--- src/rtl/afifo_pkg.sv ---
// Shared helpers for both pointer domains of the asynchronous FIFO.
// Gray conversions work on a wide vector; narrower pointers are zero-extended in and truncated out.
package afifo_pkg;

    localparam int ADDR_SIZE_DEF  = 3;
    localparam int DATA_WIDTH_DEF = 8;
    localparam int GRAY_MAX_W     = 32;

    function automatic logic [GRAY_MAX_W-1:0] bin2gray(input logic [GRAY_MAX_W-1:0] b);
        return b ^ (b >> 1);
    endfunction

    // Zero upper bits pass through unchanged, so any width up to GRAY_MAX_W converts correctly.
    function automatic logic [GRAY_MAX_W-1:0] gray2bin(input logic [GRAY_MAX_W-1:0] g);
        logic [GRAY_MAX_W-1:0] b;
        b[GRAY_MAX_W-1] = g[GRAY_MAX_W-1];
        for (int i = GRAY_MAX_W - 2; i >= 0; i--) begin
            b[i] = b[i+1] ^ g[i];
        end
        return b;
    endfunction

endpackage

--- src/rtl/fwft_buf2.sv ---
// Two-entry FIFO-ordered output buffer presenting the head word as a valid/ready stream.
module fwft_buf2 #(
    parameter int DATA_WIDTH = 8
) (
    input  logic                  clk,
    input  logic                  rst,
    input  logic                  wr_en,
    input  logic [DATA_WIDTH-1:0] wr_data,
    input  logic                  pop,
    output logic [1:0]            buf_cnt,
    output logic [DATA_WIDTH-1:0] out_data,
    output logic                  out_valid
);

    logic [DATA_WIDTH-1:0] head;
    logic [DATA_WIDTH-1:0] tail;
    logic                  pop_ok;

    assign out_valid = (buf_cnt != 2'd0);
    assign pop_ok    = pop & out_valid;
    assign out_data  = head;

    always_ff @(posedge clk or negedge rst) begin
        if (!rst) begin
            head    <= '0;
            tail    <= '0;
            buf_cnt <= 2'd0;
        end else begin
            case ({wr_en, pop_ok})
                2'b10: begin
                    if (buf_cnt == 2'd0) begin
                        head <= wr_data;
                    end else begin
                        tail <= wr_data;
                    end
                    if (buf_cnt != 2'd2) begin
                        buf_cnt <= buf_cnt + 2'd1;
                    end
                end
                2'b01: begin
                    head    <= tail;
                    buf_cnt <= buf_cnt - 2'd1;
                end
                2'b11: begin
                    // Capture and pop together: occupancy is unchanged, the queue shifts by one.
                    if (buf_cnt == 2'd1) begin
                        head <= wr_data;
                    end else begin
                        head <= tail;
                        tail <= wr_data;
                    end
                end
                default: ;
            endcase
        end
    end

endmodule

--- src/rtl/r_empty_fwft.sv ---
// Read-domain control of the async FIFO: read pointer, empty/almost_empty flags,
// memory fetch scheduling and a first-word-fall-through output stream.
module r_empty_fwft
    import afifo_pkg::*;
#(
    parameter int ADDR_SIZE  = ADDR_SIZE_DEF,
    parameter int DATA_WIDTH = DATA_WIDTH_DEF,
    parameter int AE_LEVEL   = 2
) (
    input  logic                  clk,
    input  logic                  rst,
    input  logic [ADDR_SIZE:0]    w_ptr_sync,
    output logic [ADDR_SIZE:0]    r_ptr,
    output logic [ADDR_SIZE-1:0]  r_addr,
    output logic                  mem_ren,
    input  logic [DATA_WIDTH-1:0] mem_rdata,
    output logic [DATA_WIDTH-1:0] out_data,
    output logic                  out_valid,
    input  logic                  out_ready,
    output logic                  empty,
    output logic                  almost_empty
);

    localparam int PW = ADDR_SIZE + 1;

    logic [PW-1:0] r_bin;
    logic [PW-1:0] r_bin_next;
    logic [PW-1:0] r_gray_next;
    logic [PW-1:0] w_bin_sync;
    logic [PW-1:0] fill_next;
    logic          infl;
    logic          fetch;
    logic          pop;
    logic [1:0]    buf_cnt;
    logic [2:0]    demand;

    assign w_bin_sync  = PW'(gray2bin(GRAY_MAX_W'(w_ptr_sync)));
    assign pop         = out_valid & out_ready;

    // Slots already claimed once this cycle's pop leaves; a fetch is allowed only into a free slot.
    assign demand      = {1'b0, buf_cnt} + {2'b00, infl} - {2'b00, pop};
    assign fetch       = !empty && (demand < 3'd2);
    assign mem_ren     = fetch;

    assign r_bin_next  = r_bin + PW'(fetch);
    assign r_gray_next = PW'(bin2gray(GRAY_MAX_W'(r_bin_next)));
    // Kept at pointer width so the subtraction wraps modulo 2^PW.
    assign fill_next   = w_bin_sync - r_bin_next;
    assign r_addr      = r_bin[ADDR_SIZE-1:0];

    always_ff @(posedge clk or negedge rst) begin
        if (!rst) begin
            r_bin        <= '0;
            r_ptr        <= '0;
            empty        <= 1'b1;
            almost_empty <= 1'b1;
            infl         <= 1'b0;
        end else begin
            r_bin        <= r_bin_next;
            r_ptr        <= r_gray_next;
            empty        <= (r_gray_next == w_ptr_sync);
            almost_empty <= (fill_next <= PW'(AE_LEVEL));
            infl         <= fetch;
        end
    end

    fwft_buf2 #(
        .DATA_WIDTH (DATA_WIDTH)
    ) u_buf (
        .clk       (clk),
        .rst       (rst),
        .wr_en     (infl),
        .wr_data   (mem_rdata),
        .pop       (pop),
        .buf_cnt   (buf_cnt),
        .out_data  (out_data),
        .out_valid (out_valid)
    );

endmodule

--- config.mk ---
export PLATFORM = sky130hd
export DESIGN_NAME = r_empty_fwft
export DESIGN_NICKNAME = d
export VERILOG_FILES = /design/src/rtl/afifo_pkg.sv /design/src/rtl/fwft_buf2.sv /design/src/rtl/r_empty_fwft.sv
export SDC_FILE = /design/constraint.sdc
export NUM_CORES = 1
export LEC_CHECK = 0
export BUFFER_PORTS_ARGS = -buffer_cell sky130_fd_sc_hd__buf_2
export CORE_ASPECT_RATIO = 0.5
export CORE_MARGIN = 1.5
export CORE_UTILIZATION = 40
export CTS_BUF_LIST = sky130_fd_sc_hd__clkbuf_4 sky130_fd_sc_hd__clkbuf_8
export DETAILED_ROUTE_END_ITERATION = 12
export PLACE_DENSITY_LB_ADDON = 0.08
export SYNTH_ARGS = -nofsm -noshare
export SYNTH_HDL_FRONTEND = slang
export SYNTH_SLANG_ARGS = --single-unit
--- constraint.sdc ---
create_clock -name clk -period 5.1 [get_ports clk]
set_input_delay 0.255 -clock clk [delete_from_list [all_inputs] [get_ports clk]]
set_output_delay 0.255 -clock clk [all_outputs]
set_load 0.05 [all_outputs]
# After elaboration in Yosys (flattened, before gate mapping)
# Index checks and enable logic that the tools add are counted.
op_classes:
  add_sub_neg: 6
  magnitude_cmp: 2
  n_eq_ne: 10
  muxes: 8
  n_bitwise: 6
  reduce_logical: 10
op_table:
  columns: ["operator", "count"]
  rows:
  - ["$mux W8", 4]
  - ["$pmux W8 S3", 1]
  - ["$pmux W8 S2", 1]
  - ["$ne A2 B2 Y1 const B", 3]
  - ["$reduce_bool A2 Y1", 3]
  - ["$add A4 B1 Y4", 1]
  - ["$eq A2 B1 Y1 const B", 2]
  - ["$eq A2 B2 Y1 const B", 2]
  - ["$eq A4 B4 Y1", 1]
  - ["$le A4 B2 Y1 const B", 1]
  - ["$ne A2 B1 Y1 const B", 2]
  - ["$pmux W2 S2", 1]
  - ["$reduce_and A2 Y1", 2]
  - ["$sub A4 B4 Y4", 1]
  - ["$xor A4 B3 Y4", 1]
  - ["$add A2 B1 Y3", 1]
  - ["$lt A3 B2 Y1 const B", 1]
  - ["$reduce_and A3 Y1", 1]
  - ["$reduce_bool A3 Y1", 1]
  - ["$sub A3 B1 Y3", 1]
  - ["$xor A1 B1 Y1", 3]
  - ["$add A2 B1 Y2 const B", 1]
  - ["$and A1 B1 Y1", 2]
  - ["$logic_not A2 Y1", 1]
  - ["other kinds (4)", 4]
word_totals:
  reg_bits: 29
  inputBits: 15
  output_inout_bits: 19
  wordCells: 50

# Longest topological paths before layout
depth:
  ltp_word: 8
  mapped_depth: 16

# By module
# Synthesis repeated with hierarchy kept, for this count alone.
unflattened:
  cells_unflattened: 115
  area_unflattened_um2: 1465.2
by_module_without_submodules:
  columns: ["mod", "instances", "cells_each", "area_per_inst_um2", "seq_area_each_um2"]
  rows:
  - ["fwft_buf2", 1, 64, 834.6, 450.4]
  - ["r_empty_fwft", 1, 51, 630.6, 252.7]

# Worst setup path after synthesis
# OpenSTA, ideal clock, no wires.
synth_timing:
  path_type: "register to register"
  startpoint: "register u_buf.buf_cnt[1]"
  endpoint: "register almost_empty"
  arrival_ps: 5005
  required_time_ps: 5023
  path_slack_ps: 18
  path_stages_with_launch: 15
  cell_sequence: "dfrtp_1 > inv_1 > ha_1 > nor2b_1 > clkbuf_1 > ha_1 > nand2b_1 > fa_1 > xor2_1 > nor3b_1 > ha_1 > ha_1 > fa_1 > or4b_1 > a31oi_1"
synth_between:
  elab_chain_cells: 8
synth_lines:
  columns: ["element", "line", "text"]
  rows:
  - ["start, declared", "fwft_buf2.sv:10", "output logic [1:0] buf_cnt,"]
  - ["start signal, assigned", "fwft_buf2.sv:37", "buf_cnt <= buf_cnt + 2'd1;"]
  - ["start signal, assigned", "fwft_buf2.sv:42", "buf_cnt <= buf_cnt - 2'd1;"]
  - ["branches (longest 2 deep; another with $add A2 B1 Y3)", null, null]
  - ["$sub A3 B1 Y3 (*)", "r_empty_fwft.sv:41", "assign demand = {1'b0, buf_cnt} + {2'b00, infl} - {2'b00, pop};"]
  - ["$lt A3 B2 Y1 (*)", "r_empty_fwft.sv:42", "assign fetch = !empty && (demand < 3'd2);"]
  - ["$logic_and A1 B1 Y1 (*)", "r_empty_fwft.sv:42", null]
  - ["net mem_ren", "r_empty_fwft.sv:15", "output logic mem_ren,"]
  - ["$add A4 B1 Y4 (*)", "r_empty_fwft.sv:45", "assign r_bin_next = r_bin + PW'(fetch);"]
  - ["net r_bin_next[1]", "r_empty_fwft.sv:27", "logic [PW-1:0] r_bin_next;"]
  - ["$sub A4 B4 Y4 (*)", "r_empty_fwft.sv:48", "assign fill_next = w_bin_sync - r_bin_next;"]
  - ["$le A4 B2 Y1 (*)", "r_empty_fwft.sv:62", "almost_empty <= (fill_next <= PW'(AE_LEVEL));"]
  - ["end signal, assigned", "r_empty_fwft.sv:62", null]
  - ["end, declared", "r_empty_fwft.sv:21", "output logic almost_empty"]
# Mark *: on every way through the listed nets, which the timed path passes.
# A chain may end at the register's enable or synchronous reset.

# Final worst setup path
layout_timing:
  startpoint: "register u_buf.buf_cnt[1]"
  endpoint: "register almost_empty"
layout_between:
  elab_chain_cells: 8
layout_lines:
  columns: ["element", "line"]
  rows:
  - ["branches (longest 2 deep; another with $add A2 B1 Y3)", null]
  - ["$sub A3 B1 Y3 (*)", "r_empty_fwft.sv:41"]
  - ["$lt A3 B2 Y1 (*)", "r_empty_fwft.sv:42"]
  - ["$logic_and A1 B1 Y1 (*)", "r_empty_fwft.sv:42"]
  - ["$add A4 B1 Y4 (*)", "r_empty_fwft.sv:45"]
  - ["net r_bin_next[1]", "r_empty_fwft.sv:27"]
  - ["$sub A4 B4 Y4 (*)", "r_empty_fwft.sv:48"]
  - ["$le A4 B2 Y1 (*)", "r_empty_fwft.sv:62"]
# Marked as above.

==> impl_metrics.csv <==
group,metric,value,unit
status,outcome,"complete, but fails checks",
status,violations,"negative hold slack",
drt,drt_wl_total,2460,um
clock_network,cts_buffers,3,
clock_network,clk_path_buf_depth,2,
synthesis,syn-num-nets,149,
sta,finalClockSkew,1.44,ps
sta,rsz0062_at_grt,"no",
setup_path,cp.required,5300,ps
clock_network,clk-insertion-delay-late,270,ps
cells_and_area,fill_cells,356,
drt,vias,971,
cells_and_area,drive_gt1_share,31.4,%
clock_network,cts_tree,"built",
synthesis,ys.flop_type,"dfrtp_1",
synthesis,synth_cells,124,
cells_and_area,regArea,703,sq um
sta,period_share,84.2,%
clock_network,clkSinkCount,28,
job,maxCapViolCount,0,
setup_path,worstSetupPathType,"reg2reg",
floorplanning,start_util,42.2,%
clock_network,postCtsSetupRepairBufs,0,
setup_path,path_max_fanout,7,
place,dp_hpwl,1850,um
clock_network,h-tree-depth,1,
grt,grt_max_degree,29,
sta,finalMaxSlewViolations,0,
grt,antenna_found_initial,0,
grt,grt_pass1_vias,930,
drt,viasPerCell,4.62,
floorplanning,num_rows,15,
cells_and_area,instances_no_fill,210,
drt,dr.pass1.iters,4,
sta,fin_crit,4290,ps
drt,wl_per_cell,11.7,um
cells_and_area,multi_input_area,721,sq um
drt,ant_nets,0,
floorplanning,core-area,3450,sq um
cells_and_area,diodes,0,
sta,setup_viol,0,
synthesis,syn_area,1460,sq um
place,place_inst,206,
synthesis,synth_cell_types,30,
cells_and_area,area_growth,18.5,%
sta,slew_headroom,30.1,%
worst_hold_path,hp-class,"in2async",
synthesis,synth_warnings,0,
place,gp_congestion,0.776,
sta,hold_slack,-11.0,ps
synthesis,yosysSeqAreaShare,48.2,%
floorplanning,die_width,88.4,um
sta,finalSetupTns,0,ps
setup_path,cp.arrival,4500,ps
clock_network,path_clk_slew,90,ps
clock_network,ctsResizeCount,0,
sta,fmax,233,MHz
clock_network,cts-root-buf,"clkbuf_8",
synthesis,async_flop_share,100,%
grt,grt_usage,14.2,%
setup_path,end_kind,"flop",
sta,hold_viol,26,
cells_and_area,nets,185,
synthesis,ys_ff_latch,28,
grt,grt_pass1_wl,4200,um
synthesis,avgSynthCellArea,11.8,sq um
drt,drc,0,
setup_path,worstSetupStartpointType,"flop",
floorplanning,io_pins,34,
floorplanning,die_h,45.7,um
grt,grt.overflow.total,0,
drt,drtIter0Drc,12,
place,portBuffers,33,
sta,worstMarginPinSlew,1050,ps
floorplanning,die-area,4040,sq um
synthesis,synth-edff-count,0,
clock_network,cts_hold_buf,0,
[layout make-up]
type / instances / area share, %
inverters: 7 / 1.52
clock buffers: 4 / 2.82
repair buffers: 33 / 9.56
flip-flops and latches: 28 / 40.7
well taps: 51 / 3.69
multi-input cells: 87 / 41.7
[sequential cells by signal, summed over array words and instances, names as in the netlist]
register	flops
u_buf.out_data	8
u_buf.tail	8
empty	1
infl	1
almost_empty	1
r_ptr	3
r_bin	4
u_buf.buf_cnt	2
[cell families after synthesis]
| logic type | share of synthesized area, % |
|---|---|
| AO/OA/AOI/OAI | 6.61 |
| XOR/XNOR | 10.9 |
| adder cells (fa/ha/maj) | 9.61 |
| buffers and inverters | 2.32 |
| flip-flops | 48.2 |
| multiplexers | 12.4 |
| AND/OR/NAND/NOR | 9.96 |
[layer usage]
metal  track usage (%)  routed length [um]  vias up
li1                  -                   -      492
met1              18.3                1200      452
met2              22.7                1090       22
met3              4.53                 126        5
met4              5.63                  40        0
met5                 0                   0        -
[worst paths after layout]
path | from | endpoint | slack (ps) | cells after the start
max reg2reg | u_buf.buf_cnt[1]$_DFFE_PN0P_ | almost_empty$_DFF_PN1_ | 810 | 13
min | rst | u_buf.buf_cnt[1]$_DFFE_PN0P_ | -10 | 1
min in group clk | mem_rdata[5] | u_buf.tail[5]$_DFFE_PN0P_ | 230 | 2
min reg2reg | u_buf.out_data[4]$_DFFE_PN0P_ | u_buf.out_data[4]$_DFFE_PN0P_ | 480 | 2
max in group asynchronous | rst | u_buf.out_data[5]$_DFFE_PN0P_ | 4700 | 1
max | u_buf.buf_cnt[1]$_DFFE_PN0P_ | almost_empty$_DFF_PN1_ | 810 | 13
[layout by cell type, fill, tap and decap left out]
master / instances
nor2_1: 4
nand4b_1: 1
or4b_1: 1
a21oi_1: 2
dfstp_2: 2
xnor2_1: 5
inv_1: 7
o211ai_1: 1
dfrtp_1: 26
mux2_2: 8
nand2_1: 10
nor3b_1: 2
o31ai_1: 1
a211oi_2: 1
or3_1: 2
a22oi_1: 1
o21ai_0: 9
ha_1: 8
nand2b_1: 1
and2_1: 1
xor2_1: 10
and3_2: 1
clkbuf_8: 3
nor2b_1: 1
nand3_1: 3
clkbuf_4: 1
a31oi_1: 1
fa_1: 2
buf_2: 33
xor2_4: 1
mux2i_1: 9
nor3_1: 1
[critical path, stage by stage (launching register included)]
cell	delay, ps
dfrtp_1	480
inv_1	110
ha_1	240
nor2b_1	360
ha_1	310
nand2b_1	150
fa_1	370
xor2_1	150
nor3b_1	320
ha_1	240
ha_1	310
fa_1	490
or4b_1	520
a31oi_1	170
[synth_stat cells, types with 2 or more instances]
master	count	area share, %
mux2_2	8	6.2
nor2_1	4	1.0
dfstp_2	2	3.6
nor3b_1	2	1.0
clkbuf_1	2	0.52
o21ai_0	9	3.1
ha_1	8	6.9
nand3_1	3	1.0
or3_1	2	0.86
dfrtp_1	26	45
inv_1	7	1.8
nand2_1	10	2.6
xnor2_1	5	3.0
a21oi_1	2	0.69
mux2i_1	9	6.2
fa_1	2	2.7
xor2_1	10	6.0
[through the flow]
stage	cell area, sq um	setup slack, ps	utilization, %
6_report	1730	805	50.0
5_1_grt	1730	502	50.0
4_1_cts	1730	789	50.0
3_5_place_dp	1680	823	48.6
3_3_place_gp	1680	930	48.6
2_1_floorplan	1460	18.2	-
Power is not shown: default switching activity piles up to over one toggle a cycle in this logic, so the estimate is an artifact.
